## src/rtl/blink_tick_gen_pkg.sv

```systemverilog
// blink_pkg: shared types and constants for the LED blink pacing block.
// Build option: define BLINK_SIM_FAST_EN to force BASE_DIV=64 and
// DEBOUNCE_CYC=4 regardless of the parameters passed in.
package blink_pkg;

    // Rate index: 0 = slowest (BASE_DIV), 3 = fastest (BASE_DIV/8)
    typedef logic [1:0] rate_t;

    localparam int NUM_RATES        = 4;
    localparam int BASE_DIV_DEF     = 50_000_000;
    localparam int DEBOUNCE_CYC_DEF = 500_000;

`ifdef BLINK_SIM_FAST_EN
    localparam bit SIM_FAST = 1'b1;
`else
    localparam bit SIM_FAST = 1'b0;
`endif

    localparam int FAST_BASE_DIV     = 64;
    localparam int FAST_DEBOUNCE_CYC = 4;

    // Debounce FSM states
    typedef enum logic [1:0] {
        IDLE       = 2'd0,
        PRESS_WAIT = 2'd1,
        HELD       = 2'd2,
        REL_WAIT   = 2'd3
    } db_state_e;

    // Divider length actually built, after the fast-build override
    function automatic int eff_base_div(input int base_div);
        return SIM_FAST ? FAST_BASE_DIV : base_div;
    endfunction

    // Debounce length actually built, after the fast-build override
    function automatic int eff_debounce_cyc(input int debounce_cyc);
        return SIM_FAST ? FAST_DEBOUNCE_CYC : debounce_cyc;
    endfunction

endpackage

```

## src/rtl/blink_tick_gen_if.sv

```systemverilog
// blink_tick_gen_if: raw pushbuttons in, pacing outputs to the LED FSM.
// master = the tick generator, slave = the board/LED side.
interface blink_tick_gen_if;
    import blink_pkg::*;

    logic  key_rate_n;   // raw, active-low, asynchronous to clk
    logic  key_pause_n;  // raw, active-low, asynchronous to clk
    logic  tick;         // one-cycle enable for the LED FSM
    rate_t rate_sel;     // current rate index
    logic  paused;       // 1 = ticking suspended

    modport master (
        input  key_rate_n,
        input  key_pause_n,
        output tick,
        output rate_sel,
        output paused
    );

    modport slave (
        output key_rate_n,
        output key_pause_n,
        input  tick,
        input  rate_sel,
        input  paused
    );

endinterface

```

## src/rtl/blink_tick_gen_key_debounce.sv

```systemverilog
// key_debounce: 2-flop synchroniser followed by a press/release debounce
// FSM. Emits exactly one single-cycle press_o per accepted physical press;
// a held key produces no repeats, and a release must also be stable for
// DEBOUNCE_CYC cycles before another press can be recognised.
module key_debounce
    import blink_pkg::*;
#(
    parameter int DEBOUNCE_CYC = 4
) (
    input  logic clk,
    input  logic rst_n,
    input  logic key_n_i,
    output logic press_o
);

    localparam int             CNT_W    = $clog2(DEBOUNCE_CYC + 1);
    localparam logic [CNT_W-1:0] CNT_LAST = CNT_W'(DEBOUNCE_CYC - 1);

    logic [1:0]       sync_q;
    logic             synced;
    db_state_e        state_q, state_d;
    logic [CNT_W-1:0] cnt_q, cnt_d;

    // Synchroniser; resets to the released level so reset never looks like a press
    always_ff @(posedge clk or negedge rst_n) begin
        if (!rst_n) begin
            sync_q <= 2'b11;
        end else begin
            sync_q <= {sync_q[0], key_n_i};
        end
    end

    assign synced = sync_q[1];

    // FSM state and stability counter registers
    always_ff @(posedge clk or negedge rst_n) begin
        if (!rst_n) begin
            state_q <= IDLE;
            cnt_q   <= '0;
        end else begin
            state_q <= state_d;
            cnt_q   <= cnt_d;
        end
    end

    // Next state; press_o fires in the cycle the low level has been stable long enough
    always_comb begin
        state_d = state_q;
        cnt_d   = cnt_q;
        press_o = 1'b0;
        case (state_q)
            IDLE: begin
                if (!synced) begin
                    cnt_d   = '0;
                    state_d = PRESS_WAIT;
                end
            end
            PRESS_WAIT: begin
                if (synced) begin
                    state_d = IDLE;
                end else if (cnt_q == CNT_LAST) begin
                    press_o = 1'b1;
                    state_d = HELD;
                end else begin
                    cnt_d = cnt_q + 1'b1;
                end
            end
            HELD: begin
                if (synced) begin
                    cnt_d   = '0;
                    state_d = REL_WAIT;
                end
            end
            REL_WAIT: begin
                if (!synced) begin
                    state_d = HELD;
                end else if (cnt_q == CNT_LAST) begin
                    state_d = IDLE;
                end else begin
                    cnt_d = cnt_q + 1'b1;
                end
            end
            default: begin
                state_d = IDLE;
                cnt_d   = '0;
            end
        endcase
    end

endmodule

```

## src/rtl/blink_tick_gen.sv

```systemverilog
// blink_tick_gen: produces a registered one-cycle clock-enable 'tick' for
// the LED blink FSM. Period is BASE_DIV >> rate_sel clk cycles. A debounced
// rate key steps rate_sel 0..3 (wrapping) and restarts the period; a
// debounced pause key freezes the divider without losing its position.
// Build option: BLINK_SIM_FAST_EN overrides BASE_DIV=64, DEBOUNCE_CYC=4.
// BASE_DIV must be a multiple of 8 (so every rate divides evenly) and >= 8;
// DEBOUNCE_CYC must be >= 2.
module blink_tick_gen
    import blink_pkg::*;
#(
    parameter int BASE_DIV     = BASE_DIV_DEF,
    parameter int DEBOUNCE_CYC = DEBOUNCE_CYC_DEF
) (
    input  logic              clk,
    input  logic              rst_n,
    blink_tick_gen_if.master  bus
);

    localparam int BD_EFF = eff_base_div(BASE_DIV);
    localparam int DC_EFF = eff_debounce_cyc(DEBOUNCE_CYC);
    localparam int CNT_W  = $clog2(BD_EFF);

    logic             rate_press;
    logic             pause_press;

    logic [CNT_W-1:0] cnt_q, cnt_d;
    logic [CNT_W-1:0] period_last;
    rate_t            rate_q, rate_d;
    logic             paused_q, paused_d;
    logic             tick_q, tick_d;

    key_debounce #(.DEBOUNCE_CYC(DC_EFF)) u_db_rate (
        .clk     (clk),
        .rst_n   (rst_n),
        .key_n_i (bus.key_rate_n),
        .press_o (rate_press)
    );

    key_debounce #(.DEBOUNCE_CYC(DC_EFF)) u_db_pause (
        .clk     (clk),
        .rst_n   (rst_n),
        .key_n_i (bus.key_pause_n),
        .press_o (pause_press)
    );

    // Terminal count for the selected rate: (BASE_DIV >> rate) - 1
    assign period_last = CNT_W'((BD_EFF >> rate_q) - 1);

    // Divider, rate and pause registers
    always_ff @(posedge clk or negedge rst_n) begin
        if (!rst_n) begin
            cnt_q    <= '0;
            rate_q   <= '0;
            paused_q <= 1'b0;
            tick_q   <= 1'b0;
        end else begin
            cnt_q    <= cnt_d;
            rate_q   <= rate_d;
            paused_q <= paused_d;
            tick_q   <= tick_d;
        end
    end

    // A rate press wins over a terminal count (no tick, restart from 0) and
    // applies even while paused. Pause uses the pre-press paused state, so a
    // pause landing on the terminal count still lets that tick through.
    always_comb begin
        cnt_d    = cnt_q;
        rate_d   = rate_q;
        tick_d   = 1'b0;
        paused_d = paused_q ^ pause_press;
        if (rate_press) begin
            rate_d = (rate_q == rate_t'(NUM_RATES - 1)) ? '0 : rate_q + 1'b1;
            cnt_d  = '0;
        end else if (!paused_q) begin
            if (cnt_q == period_last) begin
                tick_d = 1'b1;
                cnt_d  = '0;
            end else begin
                cnt_d = cnt_q + 1'b1;
            end
        end
    end

    assign bus.tick     = tick_q;
    assign bus.rate_sel = rate_q;
    assign bus.paused   = paused_q;

endmodule
```

## src/flat_wrapper.sv

```systemverilog
// flat-port wrapper written by rule: the top's interface ports become plain ports
module blink_tick_gen_flat import blink_pkg::*;
#(
    parameter int BASE_DIV     = BASE_DIV_DEF,
    parameter int DEBOUNCE_CYC = DEBOUNCE_CYC_DEF
)
  (clk, rst_n, bus_key_rate_n, bus_key_pause_n, bus_tick, bus_rate_sel, bus_paused);
  blink_tick_gen_if bus_i ();
  input  logic clk;
  input  logic rst_n;
  input wire logic [$bits(bus_i.key_rate_n)-1:0] bus_key_rate_n;
  input wire logic [$bits(bus_i.key_pause_n)-1:0] bus_key_pause_n;
  output wire logic [$bits(bus_i.tick)-1:0] bus_tick;
  output wire logic [$bits(bus_i.rate_sel)-1:0] bus_rate_sel;
  output wire logic [$bits(bus_i.paused)-1:0] bus_paused;
  assign bus_i.key_rate_n = bus_key_rate_n;
  assign bus_i.key_pause_n = bus_key_pause_n;
  assign bus_tick = bus_i.tick;
  assign bus_rate_sel = bus_i.rate_sel;
  assign bus_paused = bus_i.paused;
  blink_tick_gen #(.BASE_DIV(BASE_DIV), .DEBOUNCE_CYC(DEBOUNCE_CYC)) u_core (.clk(clk), .rst_n(rst_n), .bus(bus_i));
endmodule
```

## config.mk

```make
export PLATFORM = sky130hd
export DESIGN_NAME = blink_tick_gen_flat
export DESIGN_NICKNAME = d
export VERILOG_FILES = /design/src/rtl/blink_tick_gen_pkg.sv /design/src/rtl/blink_tick_gen_if.sv /design/src/rtl/blink_tick_gen_key_debounce.sv /design/src/rtl/blink_tick_gen.sv /design/src/flat_wrapper.sv
export SDC_FILE = /design/constraint.sdc
export NUM_CORES = 1
export LEC_CHECK = 0
export ABC_CLOCK_PERIOD_IN_PS = 3100
export CORE_MARGIN = 5
export CORE_UTILIZATION = 35
export CTS_CLUSTER_DIAMETER = 40
export CTS_CLUSTER_SIZE = 12
export DETAILED_ROUTE_END_ITERATION = 10
export SYNTH_ARGS = -nofsm -noshare
export SYNTH_HDL_FRONTEND = slang
export SYNTH_SLANG_ARGS = --single-unit
```

## constraint.sdc

```tcl
create_clock -name clk -period 3.1 [get_ports clk]
set_clock_uncertainty 0.15 [all_clocks]
set_input_delay 0.62 -clock clk [delete_from_list [all_inputs] [get_ports clk]]
set_output_delay 0.62 -clock clk [all_outputs]
set_load 0.05 [all_outputs]
```

==> results.json <==
{
  "io_pins": 8,
  "maxCapViolations": 0,
  "synthTopCellsByArea": "dfrtp_1 43%, xor2_1 8.1%, nor2_1 5.0%",
  "avgSynthCellArea_um2": 9.25,
  "fillers": 1176,
  "r2r_setup_slack_ns": 0.40,
  "fin_tns_setup_ns": 0,
  "gr-total-overflow": 0,
  "layout-drive-gt1-share_pct": 8.61,
  "yosys-top-cells-count": "72 x dfrtp_1, 56 x nor2_1, 51 x nand2_1, 39 x xor2_1, 38 x nand3_1",
  "grt_pass1_wl_um": 16000,
  "syn_nets": 472,
  "ant_nets": 0,
  "start_util_pct": 35.5,
  "max_freq_mhz": 370,
  "r2r_start": "u_core.bus.rate_sel[0]",
  "numPortBuffers": 7,
  "fin_crit_sh_pct": 87.1,
  "clockBufferDepth": 2,
  "grt_pass1_vias": 3286,
  "avgViaCountPerCell": 5.32,
  "crit_path_max_fanout": 10,
  "r2r_end": "u_core.cnt_q[11]",
  "netlist.area_leader.share_pct": 42.6,
  "status": "completed",
  "final_hold_viol_count": 0,
  "drc_errors": 0,
  "antenna_found_initial": 0,
  "h-tree-depth": 3,
  "place_area_um2": 4470,
  "synth_cells": 457,
  "report.final.slew_viol_count": 0,
  "grt_max_degree": 77,
  "synth_flop_cell": "dfrtp_1",
  "cts.sinks": 76,
  "post_cts_buffers": 0,
  "cts_tree": "built",
  "dp.cells": 607,
  "synth_edf_count": 0,
  "leakage_nw": 2.06,
  "final_util_pct": 40.0,
  "ys_ff_latch": 76,
  "dr_total_vias": 3313,
  "nNetsFinal": 486,
  "path_clk_slew_ns": 0.06,
  "tightest_slew_ns": 0.974,
  "die_area_um2": 14400,
  "syn_area_um2": 4230,
  "fin_cells": 623,
  "preCtsSetupSlack_ns": 0.428,
  "cts_root_buf": "clkbuf_16",
  "vdd_drop_max_v": 0.000286,
  "fin_ws_ns": 0.401,
  "fin_area_um2": 4760,
  "cts_resized": 0,
  "min_period_ns": 2.70,
  "synth_cell_type_count": 51,
  "yosysTopAreaCell": "dfrtp_1",
  "ys_seq_area_share_pct": 45.1,
  "rows": 40,
  "die_w_um": 120,
  "drtIter0Drc": 227,
  "clock_latency_ns": 0.33,
  "synth_most_common_cell": "dfrtp_1",
  "path_class": "flop to flop",
  "crit_end": "u_core.cnt_q[11]",
  "setup_viol": 0,
  "slew_headroom_pct": 35.0,
  "drt-total-wl_um": 8840,
  "hpwl_um": 6160,
  "worst_setup_path_end_kind": "flop",
  "dr.pass1.iters": 5,
  "syn_to_final_growth_pct": 12.8,
  "grt_setup_unrepaired": "false",
  "core_um2": 11900,
  "wire_per_inst_um": 14.2,
  "die_h_um": 120,
  "yosys_warnings": 0,
  "cts_hold_buf": 0,
  "crit_path_start": "u_core.bus.rate_sel[0]",
  "rr_worst_depth": 11,
  "diodes": 0,
  "required_ns": 3.16,
  "gp_congestion": 0.800,
  "powerDensity_nw_per_um2": 448,
  "worst_hold_path_type": "flop to flop",
  "cts_buffers": 9,
  "critPathLaunchType": "flop",
  "track_usage_pct": 13.6,
  "cp.arrival_ns": 2.76,
  "async_reset_ff_share_pct": 100
}
-- report_power, final --
group | internal [W] | switching [W] | total [W] | leakage (nW)
sequential | 0.00101 | 0.0000244 | 0.00104 | 1.02
clock | 0.000623 | 0.000404 | 0.00103 | 0.142
combinational | 0.0000227 | 0.0000483 | 0.0000710 | 0.895
-- area by class of cell --
type                            instances  area (um2)  area share [%]
Inverter                               11        41.3           0.867
Tap cell                              147         184            3.86
Sequential cell                        76        1910            40.0
Clock buffer                           10         229            4.81
Clock inverter                          6        65.1            1.37
Multi-Input combinational cell        358        2210            46.4
Timing Repair Buffer                   15         128            2.68
-- per-layer routing --
metal	share of wire, %	routed length [um]	track usage, %	vias up
met4	0.69	61	5.01	0
met5	0	0	0	-
met1	49	4300	18.4	1614
met3	2.7	243	3.20	2
li1	-	-	-	1652
met2	48	4230	21.2	45
-- placed cells by master, fill, tap and decap left out, drive strengths merged, types with 2 or more instances in the layout --
master / synthesis / routed
clkdlybuf4s50: 0 / 6
or3b: 3 / 3
a21oi: 9 / 9
o22ai: 5 / 5
xnor2: 14 / 14
nor2: 57 / 57
a31oi: 7 / 7
and4: 5 / 5
buf: 5 / 9
clkinv: 0 / 4
nand2: 51 / 51
and3: 13 / 13
nand4: 24 / 24
clkbuf: 7 / 10
inv: 11 / 11
ha: 11 / 11
xor2: 39 / 39
dfrtp: 72 / 72
dfstp: 4 / 4
or3: 4 / 4
nand2b: 5 / 5
o21ai: 16 / 16
nor3: 17 / 17
nor3b: 5 / 5
or2: 2 / 2
a22o: 4 / 4
nand3: 38 / 38
nor2b: 2 / 2
nor4bb: 2 / 2
a21o: 2 / 2
nor4: 8 / 8
-- cells by family (layout without fill, tap and decap cells) --
kind of cell	Yosys count	after routing	synth area share, %
AOI/OAI and AO/OA	50	50	7.85
buffers and inverters	23	42	2.55
adders and majority gates	11	11	3.26
and+or+nand+nor	243	243	30.0
xor gates and xnor gates	53	53	11.0
DFF	76	76	45.1
muxes	1	1	0.237
-- critical path, stage by stage, from the launching register on --
cell and delay, ns:
dfrtp_1 0.49, inv_1 0.18, ha_1 0.23, inv_1 0.05, ha_1 0.12, nor3b_1 0.21
xor2_1 0.10, nor3_1 0.20, nand4_1 0.31, o22ai_2 0.27, buf_4 0.21, nor2_1 0.06
-- registers in the layout, summed over array words and instances (netlist names), named ones only --
register                   flops
u_core.u_db_rate.cnt_q        19
u_core.bus.paused              1
u_core.u_db_pause.state_q      1
u_core.u_db_pause.cnt_q       19
u_core.cnt_q                  26
u_core.u_db_pause.sync_q       2
u_core.bus.rate_sel            2
u_core.bus.tick                1
u_core.u_db_rate.state_q       1
u_core.u_db_rate.sync_q        2
-- worst min-delay path by stage --
stage	start	cells after the start	end	slack, ns
2_1_floorplan	rst_n	0	async pin	0.17
3_3_place_gp	u_core.u_db_rate.sync_q[0]	0	u_core.u_db_rate.sync_q[1]	0.20
3_5_place_dp	u_core.u_db_pause.sync_q[0]	0	u_core.u_db_pause.sync_q[1]	0.20
4_1_cts	u_core.u_db_pause.sync_q[0]	0	u_core.u_db_pause.sync_q[1]	0.21
5_1_grt	u_core.u_db_pause.sync_q[0]	0	u_core.u_db_pause.sync_q[1]	0.21
6_report	u_core.u_db_pause.sync_q[0]	0	u_core.u_db_pause.sync_q[1]	0.20
-- per-stage QoR --
| stage | power (W) | hold slack (ns) |
|---|---|---|
| 3_5_place_dp | 0.00113 | 0.197 |
| 2_1_floorplan | 0.00109 | 0.174 |
| 5_1_grt | 0.00223 | 0.208 |
| 4_1_cts | 0.00217 | 0.205 |
| 6_report | 0.00214 | 0.204 |
| 3_3_place_gp | 0.00113 | 0.198 |
(Power assumes the default switching activity.)
